## src/rtl/imem_boot_loader_if.sv

```systemverilog
// Byte-stream input, instruction-memory write port and core-control outputs of the boot loader.
// master drives the image stream; slave is the loader itself.
interface imem_boot_loader_if #(
  parameter int WIDTH  = 32,
  parameter int ADDR_W = 11
);
  logic [7:0]        IN_DATA;
  logic              IN_VALID;
  logic              IN_READY;
  logic              LOAD_REQ;
  logic [ADDR_W-1:0] MEM_A;
  logic [WIDTH-1:0]  MEM_D;
  logic              MEM_CEN;
  logic              MEM_WEN;
  logic              CORE_RST;
  logic              DONE;
  logic              ERROR;

  modport master (
    output IN_DATA, IN_VALID, LOAD_REQ,
    input  IN_READY, MEM_A, MEM_D, MEM_CEN, MEM_WEN, CORE_RST, DONE, ERROR
  );

  modport slave (
    input  IN_DATA, IN_VALID, LOAD_REQ,
    output IN_READY, MEM_A, MEM_D, MEM_CEN, MEM_WEN, CORE_RST, DONE, ERROR
  );
endinterface

```

## src/rtl/imem_boot_loader.sv

```systemverilog
// Loads a length-prefixed, XOR-checksummed byte image into instruction memory, then releases CORE_RST.
// Word write issues one cycle after its 4th byte; IN_READY never stalls during a load.
module imem_boot_loader #(
  parameter int WIDTH  = 32,
  parameter int ADDR_W = 11,
  parameter int DEPTH  = 2 ** ADDR_W
) (
  input logic               clk,
  input logic               rst,
  imem_boot_loader_if.slave bus
);

  typedef enum logic [2:0] {
    S_LEN0,
    S_LEN1,
    S_DATA,
    S_CSUM,
    S_RUN,
    S_ERR
  } state_t;

  state_t            state_q, state_d;
  logic [7:0]        len_lo_q, len_lo_d;
  logic [ADDR_W:0]   len_q, len_d;
  logic [ADDR_W:0]   word_idx_q, word_idx_d;
  logic [1:0]        byte_idx_q, byte_idx_d;
  logic [7:0]        csum_q, csum_d;
  logic [WIDTH-9:0]  word_q, word_d;
  logic [ADDR_W-1:0] mem_a_q, mem_a_d;
  logic [WIDTH-1:0]  mem_d_q, mem_d_d;
  logic              mem_cen_q, mem_cen_d;
  logic              mem_wen_q, mem_wen_d;
  logic              in_ready_q, in_ready_d;
  logic              core_rst_q, core_rst_d;
  logic              done_q, done_d;
  logic              error_q, error_d;

  logic              accept;
  logic [15:0]       n_words;
  logic [ADDR_W:0]   word_idx_inc;

  assign accept       = bus.IN_VALID && in_ready_q;
  assign n_words      = {bus.IN_DATA, len_lo_q};
  assign word_idx_inc = word_idx_q + 1'b1;

  always_comb begin
    state_d    = state_q;
    len_lo_d   = len_lo_q;
    len_d      = len_q;
    word_idx_d = word_idx_q;
    byte_idx_d = byte_idx_q;
    csum_d     = csum_q;
    word_d     = word_q;
    mem_a_d    = mem_a_q;
    mem_d_d    = mem_d_q;
    mem_cen_d  = 1'b1;
    mem_wen_d  = 1'b1;

    case (state_q)
      S_LEN0: begin
        if (accept) begin
          len_lo_d = bus.IN_DATA;
          state_d  = S_LEN1;
        end
      end
      S_LEN1: begin
        if (accept) begin
          if (n_words == 16'd0 || n_words > 16'(DEPTH)) begin
            state_d = S_ERR;
          end else begin
            state_d    = S_DATA;
            len_d      = n_words[ADDR_W:0];
            word_idx_d = '0;
            byte_idx_d = '0;
            csum_d     = '0;
          end
        end
      end
      S_DATA: begin
        if (accept) begin
          csum_d     = csum_q ^ bus.IN_DATA;
          byte_idx_d = byte_idx_q + 1'b1;
          case (byte_idx_q)
            2'd0: word_d[7:0]   = bus.IN_DATA;
            2'd1: word_d[15:8]  = bus.IN_DATA;
            2'd2: word_d[23:16] = bus.IN_DATA;
            default: begin
              // The 4th byte goes straight to the write register; no extra assembly cycle.
              mem_a_d    = word_idx_q[ADDR_W-1:0];
              mem_d_d    = {bus.IN_DATA, word_q};
              mem_cen_d  = 1'b0;
              mem_wen_d  = 1'b0;
              word_idx_d = word_idx_inc;
              if (word_idx_inc == len_q) begin
                state_d = S_CSUM;
              end
            end
          endcase
        end
      end
      S_CSUM: begin
        if (accept) begin
          state_d = (bus.IN_DATA == csum_q) ? S_RUN : S_ERR;
        end
      end
      S_RUN, S_ERR: begin
        if (bus.LOAD_REQ) begin
          state_d    = S_LEN0;
          len_lo_d   = '0;
          len_d      = '0;
          word_idx_d = '0;
          byte_idx_d = '0;
          csum_d     = '0;
          word_d     = '0;
        end
      end
      default: state_d = S_LEN0;
    endcase

    // Status outputs are registered copies of the next state so they line up with it.
    in_ready_d = (state_d == S_LEN0) || (state_d == S_LEN1) ||
                 (state_d == S_DATA) || (state_d == S_CSUM);
    core_rst_d = (state_d != S_RUN);
    done_d     = (state_d == S_RUN);
    error_d    = (state_d == S_ERR);
  end

  always_ff @(posedge clk) begin
    if (rst) begin
      state_q    <= S_LEN0;
      len_lo_q   <= '0;
      len_q      <= '0;
      word_idx_q <= '0;
      byte_idx_q <= '0;
      csum_q     <= '0;
      word_q     <= '0;
      mem_a_q    <= '0;
      mem_d_q    <= '0;
      mem_cen_q  <= 1'b1;
      mem_wen_q  <= 1'b1;
      in_ready_q <= 1'b0;
      core_rst_q <= 1'b1;
      done_q     <= 1'b0;
      error_q    <= 1'b0;
    end else begin
      state_q    <= state_d;
      len_lo_q   <= len_lo_d;
      len_q      <= len_d;
      word_idx_q <= word_idx_d;
      byte_idx_q <= byte_idx_d;
      csum_q     <= csum_d;
      word_q     <= word_d;
      mem_a_q    <= mem_a_d;
      mem_d_q    <= mem_d_d;
      mem_cen_q  <= mem_cen_d;
      mem_wen_q  <= mem_wen_d;
      in_ready_q <= in_ready_d;
      core_rst_q <= core_rst_d;
      done_q     <= done_d;
      error_q    <= error_d;
    end
  end

  assign bus.IN_READY = in_ready_q;
  assign bus.MEM_A    = mem_a_q;
  assign bus.MEM_D    = mem_d_q;
  assign bus.MEM_CEN  = mem_cen_q;
  assign bus.MEM_WEN  = mem_wen_q;
  assign bus.CORE_RST = core_rst_q;
  assign bus.DONE     = done_q;
  assign bus.ERROR    = error_q;

endmodule

```

## src/flat_wrapper.sv

```systemverilog
// flat-port wrapper written by rule: the top's interface ports become plain ports
module imem_boot_loader_flat 
#(
  parameter int WIDTH  = 32,
  parameter int ADDR_W = 11,
  parameter int DEPTH  = 2 ** ADDR_W
)
  (clk, rst, bus_IN_DATA, bus_IN_VALID, bus_LOAD_REQ, bus_IN_READY, bus_MEM_A, bus_MEM_D, bus_MEM_CEN, bus_MEM_WEN, bus_CORE_RST, bus_DONE, bus_ERROR);
  imem_boot_loader_if #(.WIDTH(WIDTH), .ADDR_W(ADDR_W)) bus_i ();
  input logic clk;
  input logic rst;
  input wire logic [$bits(bus_i.IN_DATA)-1:0] bus_IN_DATA;
  input wire logic [$bits(bus_i.IN_VALID)-1:0] bus_IN_VALID;
  input wire logic [$bits(bus_i.LOAD_REQ)-1:0] bus_LOAD_REQ;
  output wire logic [$bits(bus_i.IN_READY)-1:0] bus_IN_READY;
  output wire logic [$bits(bus_i.MEM_A)-1:0] bus_MEM_A;
  output wire logic [$bits(bus_i.MEM_D)-1:0] bus_MEM_D;
  output wire logic [$bits(bus_i.MEM_CEN)-1:0] bus_MEM_CEN;
  output wire logic [$bits(bus_i.MEM_WEN)-1:0] bus_MEM_WEN;
  output wire logic [$bits(bus_i.CORE_RST)-1:0] bus_CORE_RST;
  output wire logic [$bits(bus_i.DONE)-1:0] bus_DONE;
  output wire logic [$bits(bus_i.ERROR)-1:0] bus_ERROR;
  assign bus_i.IN_DATA = bus_IN_DATA;
  assign bus_i.IN_VALID = bus_IN_VALID;
  assign bus_i.LOAD_REQ = bus_LOAD_REQ;
  assign bus_IN_READY = bus_i.IN_READY;
  assign bus_MEM_A = bus_i.MEM_A;
  assign bus_MEM_D = bus_i.MEM_D;
  assign bus_MEM_CEN = bus_i.MEM_CEN;
  assign bus_MEM_WEN = bus_i.MEM_WEN;
  assign bus_CORE_RST = bus_i.CORE_RST;
  assign bus_DONE = bus_i.DONE;
  assign bus_ERROR = bus_i.ERROR;
  imem_boot_loader #(.WIDTH(WIDTH), .ADDR_W(ADDR_W), .DEPTH(DEPTH)) u_core (.clk(clk), .rst(rst), .bus(bus_i));
endmodule
```

## config.mk

```make
export PLATFORM = sky130hd
export DESIGN_NAME = imem_boot_loader_flat
export DESIGN_NICKNAME = d
export VERILOG_FILES = /design/src/rtl/imem_boot_loader_if.sv /design/src/rtl/imem_boot_loader.sv /design/src/flat_wrapper.sv
export SDC_FILE = /design/constraint.sdc
export NUM_CORES = 1
export LEC_CHECK = 0
export ABC_AREA = 0
export CORE_MARGIN = 3
export CORE_UTILIZATION = 50
export DETAILED_ROUTE_END_ITERATION = 7
export GPL_TIMING_DRIVEN = 0
export PLACE_DENSITY_LB_ADDON = 0.15
export REMOVE_ABC_BUFFERS = 1
export SYNTH_ARGS = -nofsm -noshare
export SYNTH_HDL_FRONTEND = slang
export SYNTH_SLANG_ARGS = --single-unit
```

## constraint.sdc

```tcl
create_clock -name clk -period 2.25 [get_ports clk]
set_input_delay 0.3375 -clock clk [delete_from_list [all_inputs] [get_ports clk]]
set_output_delay 0.3375 -clock clk [all_outputs]
set_load 0.05 [all_outputs]
```

==> metrics, run 1 <==
status=completed; wire length of the first global-routing pass=about 19000 µm; sw frac=24.16%; count leader, synth=nand2_1; slowest CP cell=or3_1; max_cap viols=0; asr flop ratio synth=0%; Crit path arrival time=2590 ps; Synth area leaders=dfxtp_1, nand2_1, a21oi_1; PortBufs=60; max incr delay on CP=380 ps; # diodes=0; HPWL after detailed placement=7638 µm; Multi-input gate area=2524 µm²; routed len/inst=14.55 µm; cell family with most CP delay=simple AND/OR/NAND/NOR gates; Seq pwr share=42.5%; Post-Synthesis Cells=between 600 and 700; CTS max path bufs=2; die width=105.7 µm; largest net degree at the start of global routing=57; Reg2Reg Setup Slack=80 ps; layout cell share with drive strength beyond 1=between 10% and 20%; crit share post-route=96.58%; GPL Wtd Cong=approximately 0.86; CP Class=reg -> reg; CTS tree=built; synthesis warning total=0; prevailing post-synth register cell=dfxtp_1; worst-skew pair later-pin latency=520 ps; Ports=61; crit path from=u_core.word_idx_q[0]; average size of a mapped cell=7.725 µm²; First-pass DRT Iterations=5; Via Count=4607; sequential share of the synthesized area=47.08%; Mapped Area=4975 µm²; die height=105.7 µm; Final nets=707; internal power=between 3 and 4 mW; worst setup path endpoint=u_core.bus.DONE; min cycle time layout=2173 ps; cell mode on critical path=or3_1; cts bufs inserted=17; Post-synth top cells=nand2_1, dfxtp_1, a21oi_1, nor2_1, clkbuf_1; vias in the first global route=4151; drt total wl=12110 µm; initial DRC count=about 290; Crit path required time=2670 ps; fin area=6436 µm²; reg2reg end=u_core.bus.DONE; final setup fails=0; H-tree depth=4; final hold vios=0; Antenna Nets Post-Route=0; CP Max Fanout=9; R2R cell count=7; worst hold path class=in -> reg; share of the synthesized area in the top cell type=between 40% and 50%; Static Leak=2.268 nW; Vias/cell=5.537; Clock transition at path regs=60 ps; Comb pwr share=4.4%; antenna violations before repair=0; crit start category=flop; power per cell area=around 770 nW/µm²; Layout area overhead=29.38%; placed inst area=5612 µm²; # DRC=0; net load switching power=1.196 mW; post-synth top area cell=dfxtp_1; clock share of power=53.2%; Crit. End Element=flop; worst-path cell chain=ha_4 > nand3_4 > or3_1 > or3_1 > a311oi_2 > a21oi_2 > and2_1; die area=roughly 11000 µm²; filler cell count=789; core area=9459 µm²; Max IR drop VDD=0.5248 mV; CTS Sinks=~120; Fin Setup TNS=0 ps; Root Driver=clkbuf_8; #FFs+latches synth=about 120; Worst Tran Pin Value=1363 ps; pins over their slew limit=0; final core occ=about two thirds; Worst path depth=7; Cell variety after synth=44; Slew headroom=8.292%; Reg area=2360 µm²; fmax=460.2 MHz; GR Overflow Total=0; Tot GR Track Use=about a fifth; initial cell density of the core=52.59%; Worst Path Buf+Inv=0; reg2reg start=u_core.word_idx_q[0]; row count=35; Layout Skew=6.465 ps; Post-synth EDFFs=0
==> cells by family after synthesis <==
group	Yosys count	synth area share, %
AND/OR/NAND/NOR	290	25.78
AO/OA/AOI/OAI	153	17.35
flip-flops	117	47.08
buffers and inverters	57	4.653
XOR/XNOR	22	3.873
adder cells (fa/ha/maj)	5	1.258
==> state kept, by name, summed over array words and instances, names as in the netlist <==
signal / flops
u_core.bus.MEM_D: 32
u_core.len_q: 12
u_core.state_q: 3
u_core.word_idx_q: 12
u_core.bus.IN_READY: 1
u_core.bus.MEM_CEN: 1
u_core.word_q: 24
u_core.bus.ERROR: 1
u_core.csum_q: 8
u_core.bus.DONE: 1
u_core.bus.CORE_RST: 1
u_core.len_lo_q: 8
u_core.bus.MEM_A: 11
u_core.byte_idx_q: 2
==> repair_timing <==
item | CTS | global route
pin swaps | 1 | 5
setup buffers | 0 | 14
hold buffers | 0 | 0
cloned | 0 | 1
resized for setup | 16 | 16
endpoints found under the setup margin | 50 | 55
==> layout make-up <==
type / count / share of cell area, %
Multi-Input combinational cell: 471 / 39.21
Sequential cell: 117 / 36.66
Timing Repair Buffer: 79 / 12.36
Clock buffer: 17 / 6.435
Clock inverter: 15 / 2.586
Tap cell: 129 / 2.508
Inverter: 4 / 0.2333
==> power groups by stage <==
stage / Clock, mW / Combinational [mW] / Sequential [mW]
final: 2.63 / 0.216 / 2.10
after global routing: 2.78 / 0.234 / 2.10
after CTS: 2.66 / 0.203 / 2.10
after detailed placement: 0 / 0.198 / 2.15
after global placement: 0 / 0.189 / 2.15
after floorplan: 0 / 0.0887 / 2.15
==> worst min path at each step <==
stage	from	end	slack, ps	cells after the start
2_1_floorplan	rst	u_core.bus.MEM_A[0]	410	1
3_3_place_gp	u_core.word_q[4]	u_core.bus.MEM_D[4]	440	2
3_5_place_dp	u_core.bus.MEM_D[19]	u_core.bus.MEM_D[19]	450	2
4_1_cts	rst	u_core.word_q[2]	280	2
5_1_grt	rst	u_core.word_idx_q[9]	300	2
6_report	rst	u_core.word_idx_q[9]	280	2
==> per-stage QoR <==
stage	hold slack (ps)	power [mW]	setup WS, ps	cells
2_1_floorplan	406.6	2.242	-813.5	591
3_3_place_gp	438.3	2.338	-2382	780
3_5_place_dp	446.1	2.347	-946.6	785
4_1_cts	281.3	4.965	14.76	817
5_1_grt	300.8	5.112	-39.46	832
6_report	279.3	4.950	77.05	832
==> cells in the final DEF, fill, tap and decap left out, types with 4 or more instances in the layout <==
cell type and instances:
inv_1 4, a22oi_1 11, a21oi_1 91, or3_1 8, nor2_1 83, nand2_1 131, xnor2_1 17, xor2_1 5
nand4_1 8, buf_4 15, nand2b_1 4, a211oi_1 5, nor4_1 5, nand3_1 18, ha_1 4, nor3_1 6
clkbuf_16 16, a31oi_1 4, a21oi_4 5, nand3b_1 4, clkdlybuf4s50_1 59, dfxtp_1 109, inv_6 6, dfxtp_2 5
o21ai_0 21
==> metal layers <==
metal / GRT usage, % / part of all wire [%] / wire (µm)
met1: 27.20 / 45 / 5462
met2: 33.97 / 48 / 5795
met3: 5.818 / 5.7 / 693
met4: 6.568 / 1.3 / 155
met5: 0 / 0 / 0
==> worst register-to-register path: cells and delay by family (launching register included) <==
family / cells / cell delay, ps
AND/OR/NAND/NOR: 4 / 1070
AO/OA/AOI/OAI: 2 / 460
adder cells (fa/ha/maj): 1 / 170
flip-flops: 1 / 370
Note: power is estimated with default switching activity, not from simulation.
==> run 2: changes to the inputs <==
--- a/config.mk
+++ b/config.mk
@@ -10,7 +10,7 @@
 export CORE_UTILIZATION = 50
 export DETAILED_ROUTE_END_ITERATION = 7
 export GPL_TIMING_DRIVEN = 0
-export PLACE_DENSITY_LB_ADDON = 0.15
+export PLACE_DENSITY_LB_ADDON = 0.3
 export REMOVE_ABC_BUFFERS = 1
 export SYNTH_ARGS = -nofsm -noshare
 export SYNTH_HDL_FRONTEND = slang
==> metrics, run 2 (synthesis results as in run 1) <==
Root Driver=clkbuf_8; crit share post-route=98.31% (+1.7 points); routed len/inst=14.44 µm (-0.77%); # DRC=0 (unchanged); First-pass DRT Iterations=5 (unchanged); row count=35 (unchanged); max FFs per register=32 (unchanged); Max Used Layer=met4; largest net degree at the start of global routing=56 (-1.8%); HPWL after detailed placement=7663 µm (+0.33%); GPL Wtd Cong=0.8799 (+2.6%); pins over their slew limit=0 (unchanged); Fin Setup TNS=0 ps (unchanged); Layout Skew=6.623 ps (+0.1580 ps); fmax=452.1 MHz (-1.8%); CTS tree=built; met2 wire length=5695 µm (-1.7%); crit start category=flop; cts bufs inserted=17 (unchanged); Vias/cell=5.574 (+0.66%); clock share of power=53.6% (+0.4 points); Antenna Nets Post-Route=0 (unchanged); final setup fails=0 (unchanged); Crit path arrival time=2620 ps (+30 ps); power per cell area=782.3 nW/µm² (+1.7%); min cycle time layout=2212 ps (+38.92 ps); layout cell share with drive strength beyond 1=10.36% (-1.0 points); Clock transition at path regs=60 ps (about the same); initial DRC count=358 (+23%); PortBufs=60 (unchanged); Metal-1 WL=5247 µm (-3.9%); Comb pwr share=4.2% (-0.2 points); die width=105.7 µm (unchanged); Final nets=699 (-1.1%); core area=9459 µm² (unchanged); Static Leak=2.231 nW (-1.6%); commonest non-fill, non-tap cell in the layout=nand2_1; R2R cell count=6 (-1); die height=105.7 µm (unchanged); max_cap viols=0 (unchanged); H-tree depth=4 (unchanged); Hold Path Stages=2 (unchanged); worst-skew pair later-pin latency=520 ps (about the same); drt total wl=11900 µm (-1.7%); Max IR drop VDD=0.5553 mV (+5.8%); final hold vios=0 (unchanged); CTS Sinks=117 (unchanged); status=completed; Ports=61 (unchanged); CP Class=reg -> reg; initial cell density of the core=52.59% (unchanged); Worst Tran Pin Value=1238 ps (-125.4 ps); CP Max Fanout=7 (-2); die area=11180 µm² (unchanged); GR Overflow Total=0 (unchanged); internal power=3.850 mW (+2.5%); CTS max path bufs=2 (unchanged); Hold Buf Count CTS=0 (unchanged); sw frac=22.84% (-1.3 points); vias in the first global route=4330 (+4.3%); Via Count=4593 (-0.30%); Slew headroom=16.73% (+8.4 points); Tot GR Track Use=21.00% (about the same); Crit. End Element=flop; Crit path required time=2660 ps (about the same); worst hold path class=in -> reg; commonest cells after routing, fill and taps aside=nand2_1, dfxtp_1, a21oi_1, nor2_1, clkdlybuf4s50_1; Seq pwr share=42.1% (-0.4 points); wire length of the first global-routing pass=19450 µm (+1.1%); total power draw=4.989 mW (+0.80%); Layout area overhead=28.19%; antenna violations before repair=0 (unchanged); WL met3=721 µm (+4.0%); net load switching power=1.140 mW (-4.7%); # diodes=0 (unchanged)
-- run 2: layer usage --
metal | GRT usage [%] | vias up
met1 | 26.46 | 2159
met3 | 4.838 | 24
met5 | 0 | -
li1 | - | 2266
met2 | 34.52 | 144
met4 | 8.881 | 0
-- run 2: power by group through the flow --
stage          logic (mW)  clock network (mW)  registers, mW
2_1_floorplan      0.0887                   0           2.15
3_3_place_gp        0.188                   0           2.15
3_5_place_dp        0.196                   0           2.15
4_1_cts             0.200                2.70           2.10
5_1_grt             0.230                2.80           2.10
6_report            0.210                2.68           2.10
-- run 2: repair_timing --
action	in CTS	in global routing
gates resized for setup	16	15
buffers inserted	0	7
setup endpoints to repair	50	30
pin swaps	2	3
-- run 2: cell type report --
cell class / instances / area (µm²)
Inverter: 4 / 15.01
Fill cell: 791 / 3082
Sequential cell: 117 / 2360
Clock inverter: 14 / 176.4
Tap cell: 129 / 161.4
Multi-Input combinational cell: 470 / 2504
Timing Repair Buffer: 72 / 743.2
Clock buffer: 18 / 417.9
-- run 2: path summary, 6_finish.rpt --
check,start,to,slack [ps]
min reg2reg,u_core.bus.MEM_A[5],u_core.bus.MEM_A[5],450
max reg2reg,u_core.word_idx_q[3],u_core.bus.DONE,40
min,rst,u_core.word_idx_q[9],300
max,u_core.word_idx_q[3],u_core.bus.DONE,40
-- run 2: metrics by stage --
| stage | hold WS, ps | cells | util [%] | setup slack (ps) | instance area, µm² |
|---|---|---|---|---|---|
| after global placement | 440.1 | 780 | 58.36 | -2323 | 5520 |
| after floorplan | 406.6 | 591 | - | -813.5 | 4758 |
| after global routing | 311.2 | 824 | 67.42 | -46.77 | 6377 |
| after detailed placement | 445.0 | 785 | 59.33 | -845.7 | 5612 |
| after CTS | 277.0 | 817 | 66.23 | 4.591 | 6265 |
| final | 297.9 | 824 | 67.42 | 38.13 | 6377 |
-- run 2: worst max-delay path, stage by stage (launching register included) --
cell and delay [ps]:
dfxtp_1 490, nand3_4 150, or3_4 390, or3_1 390, a311oi_2 350, a21oi_2 140
and2_1 180
==> run 3: changes to the inputs <==
--- a/config.mk
+++ b/config.mk
@@ -6,6 +6,7 @@
 export NUM_CORES = 1
 export LEC_CHECK = 0
 export ABC_AREA = 0
+export CAP_MARGIN = 20
 export CORE_MARGIN = 3
 export CORE_UTILIZATION = 50
 export DETAILED_ROUTE_END_ITERATION = 7
==> metrics, run 3 (synthesis results as in run 1) <==
# DRC=0 (unchanged); Worst Tran Pin Value=600.7 ps (-637.0 ps); H-tree depth=4 (unchanged); Crit path arrival time=2650 ps (+30 ps); largest net degree at the start of global routing=56 (unchanged); Ports=61 (unchanged); CTS Sinks=117 (unchanged); # diodes=0 (unchanged); CTS max path bufs=2 (unchanged); pre-CTS WS=-663.1 ps (+182.7 ps); Static Leak=2.195 nW (-1.6%); power per cell area=748.1 nW/µm² (-4.4%); Finished Layout Cells=826 (+0.24%); Slew headroom=59.87% (+43 points); filler cell count=768 (-2.9%); Crit. End Element=flop; core area=9459 µm² (unchanged); max_cap viols=0 (unchanged); post-route worst setup slack=10.37 ps (-27.76 ps); crit start category=flop; worst-skew pair later-pin latency=520 ps (about the same); First-pass DRT Iterations=5 (unchanged); Antenna Nets Post-Route=0 (unchanged); routed len/inst=14.48 µm (+0.29%); Root Driver=clkbuf_8; GPL Wtd Cong=0.8799 (unchanged); placed inst area=5624 µm² (+0.22%); Layout area overhead=27.24%; Vias/cell=5.550 (-0.44%); CP Max Fanout=8 (+1); fmax=446.5 MHz (-1.2%); worst hold path class=in -> reg; Tot GR Track Use=21.25% (+0.25 points); max FFs per register=32 (unchanged); RSZ-0062 raised after global routing=true; commonest cells after routing, fill and taps aside=nand2_1, dfxtp_1, a21oi_1, nor2_1, clkdlybuf4s50_1; Max IR drop VDD=0.4951 mV (-11%); commonest non-fill, non-tap cell in the layout=nand2_1; Via Count=4584 (-0.20%); HPWL after detailed placement=7726 µm (+0.82%); cts bufs inserted=17 (unchanged); fin area=6330 µm² (-0.75%); Final nets=702 (+0.43%); status=completed; antenna violations before repair=0 (unchanged); CP Class=reg -> reg; total power draw=4.735 mW (-5.1%); GR Overflow Total=0 (unchanged); Hold Buf Count CTS=0 (unchanged); CTS tree=built; crit share post-route=99.54% (+1.2 points); layout cell share with drive strength beyond 1=10.47% (+0.11 points); initial cell density of the core=52.59% (unchanged); die height=105.7 µm (unchanged); final core occ=66.92% (-0.50 points); final hold vios=0 (unchanged); drt total wl=11960 µm (+0.53%); pins over their slew limit=0 (unchanged); vias in the first global route=4315 (-0.35%); die area=11180 µm² (unchanged); die width=105.7 µm (unchanged); final setup fails=0 (unchanged); initial DRC count=285 (-20%); PortBufs=60 (unchanged); row count=35 (unchanged); min cycle time layout=2240 ps (+27.76 ps); wire length of the first global-routing pass=19670 µm (+1.1%); Layout Skew=8.461 ps (+1.838 ps); Crit path required time=2660 ps (about the same); Clock transition at path regs=60 ps (about the same); DP Cell Count=787 (+0.25%)
## run 3: layout make-up
type | count | area, µm² | share of cell area [%]
sequential | 117 | 2360 | 37.28
clock buffer | 19 | 431.7 | 6.820
inverter | 4 | 15.01 | 0.2372
timing repair buffer | 75 | 760.7 | 12.02
tap | 129 | 161.4 | 2.550
clock inverter | 12 | 107.6 | 1.700
multi-input combinational | 470 | 2494 | 39.40
## run 3: worst paths after layout
check | endpoint | slack [ps] | start | cells after the start
worst max-delay path | u_core.bus.DONE | 10 | u_core.word_idx_q[1] | 7
worst min-delay path | u_core.len_q[5] | 300 | rst | 2
worst max register to register | u_core.bus.DONE | 10 | u_core.word_idx_q[1] | 7
worst min register to register | u_core.bus.MEM_D[4] | 450 | u_core.word_q[4] | 2
## run 3: stage by stage
stage,hold WS (ps),setup TNS (ps)
6_report,300.4,0
5_1_grt,315.2,-147.7
4_1_cts,282.0,0
3_5_place_dp,444.1,-21480
3_3_place_gp,440.1,-185250
2_1_floorplan,406.6,-20520
## run 3: worst max-delay path, stage by stage (launching register included)
cell and delay (ps):
dfxtp_4 390, ha_4 170, nand3_4 120, or3_4 400
or3_1 380, a311oi_2 350, a21oi_2 150, and2_1 160
## run 3: routing by layer
layer,vias up,track usage [%],share of wire [%]
met5,-,0,0
met1,2136,26.92,43
met3,30,4.899,6.0
li1,2261,-,-
met4,0,8.048,1.8
met2,157,35.20,49
## run 3: timing repair
action	4_1_cts	5_1_grt
setup endpoints to repair	48	54
buffers inserted	0	7
pin swaps	2	4
resized for setup	13	16
## run 3: power breakdown
part / switching (mW) / internal, mW / leakage, nW
Combinational: 0.144 / 0.0676 / 0.998
Clock: 0.941 / 1.48 / 0.248
Sequential: 0.0160 / 2.09 / 0.949
Total: 1.10 / 3.63 / 2.19
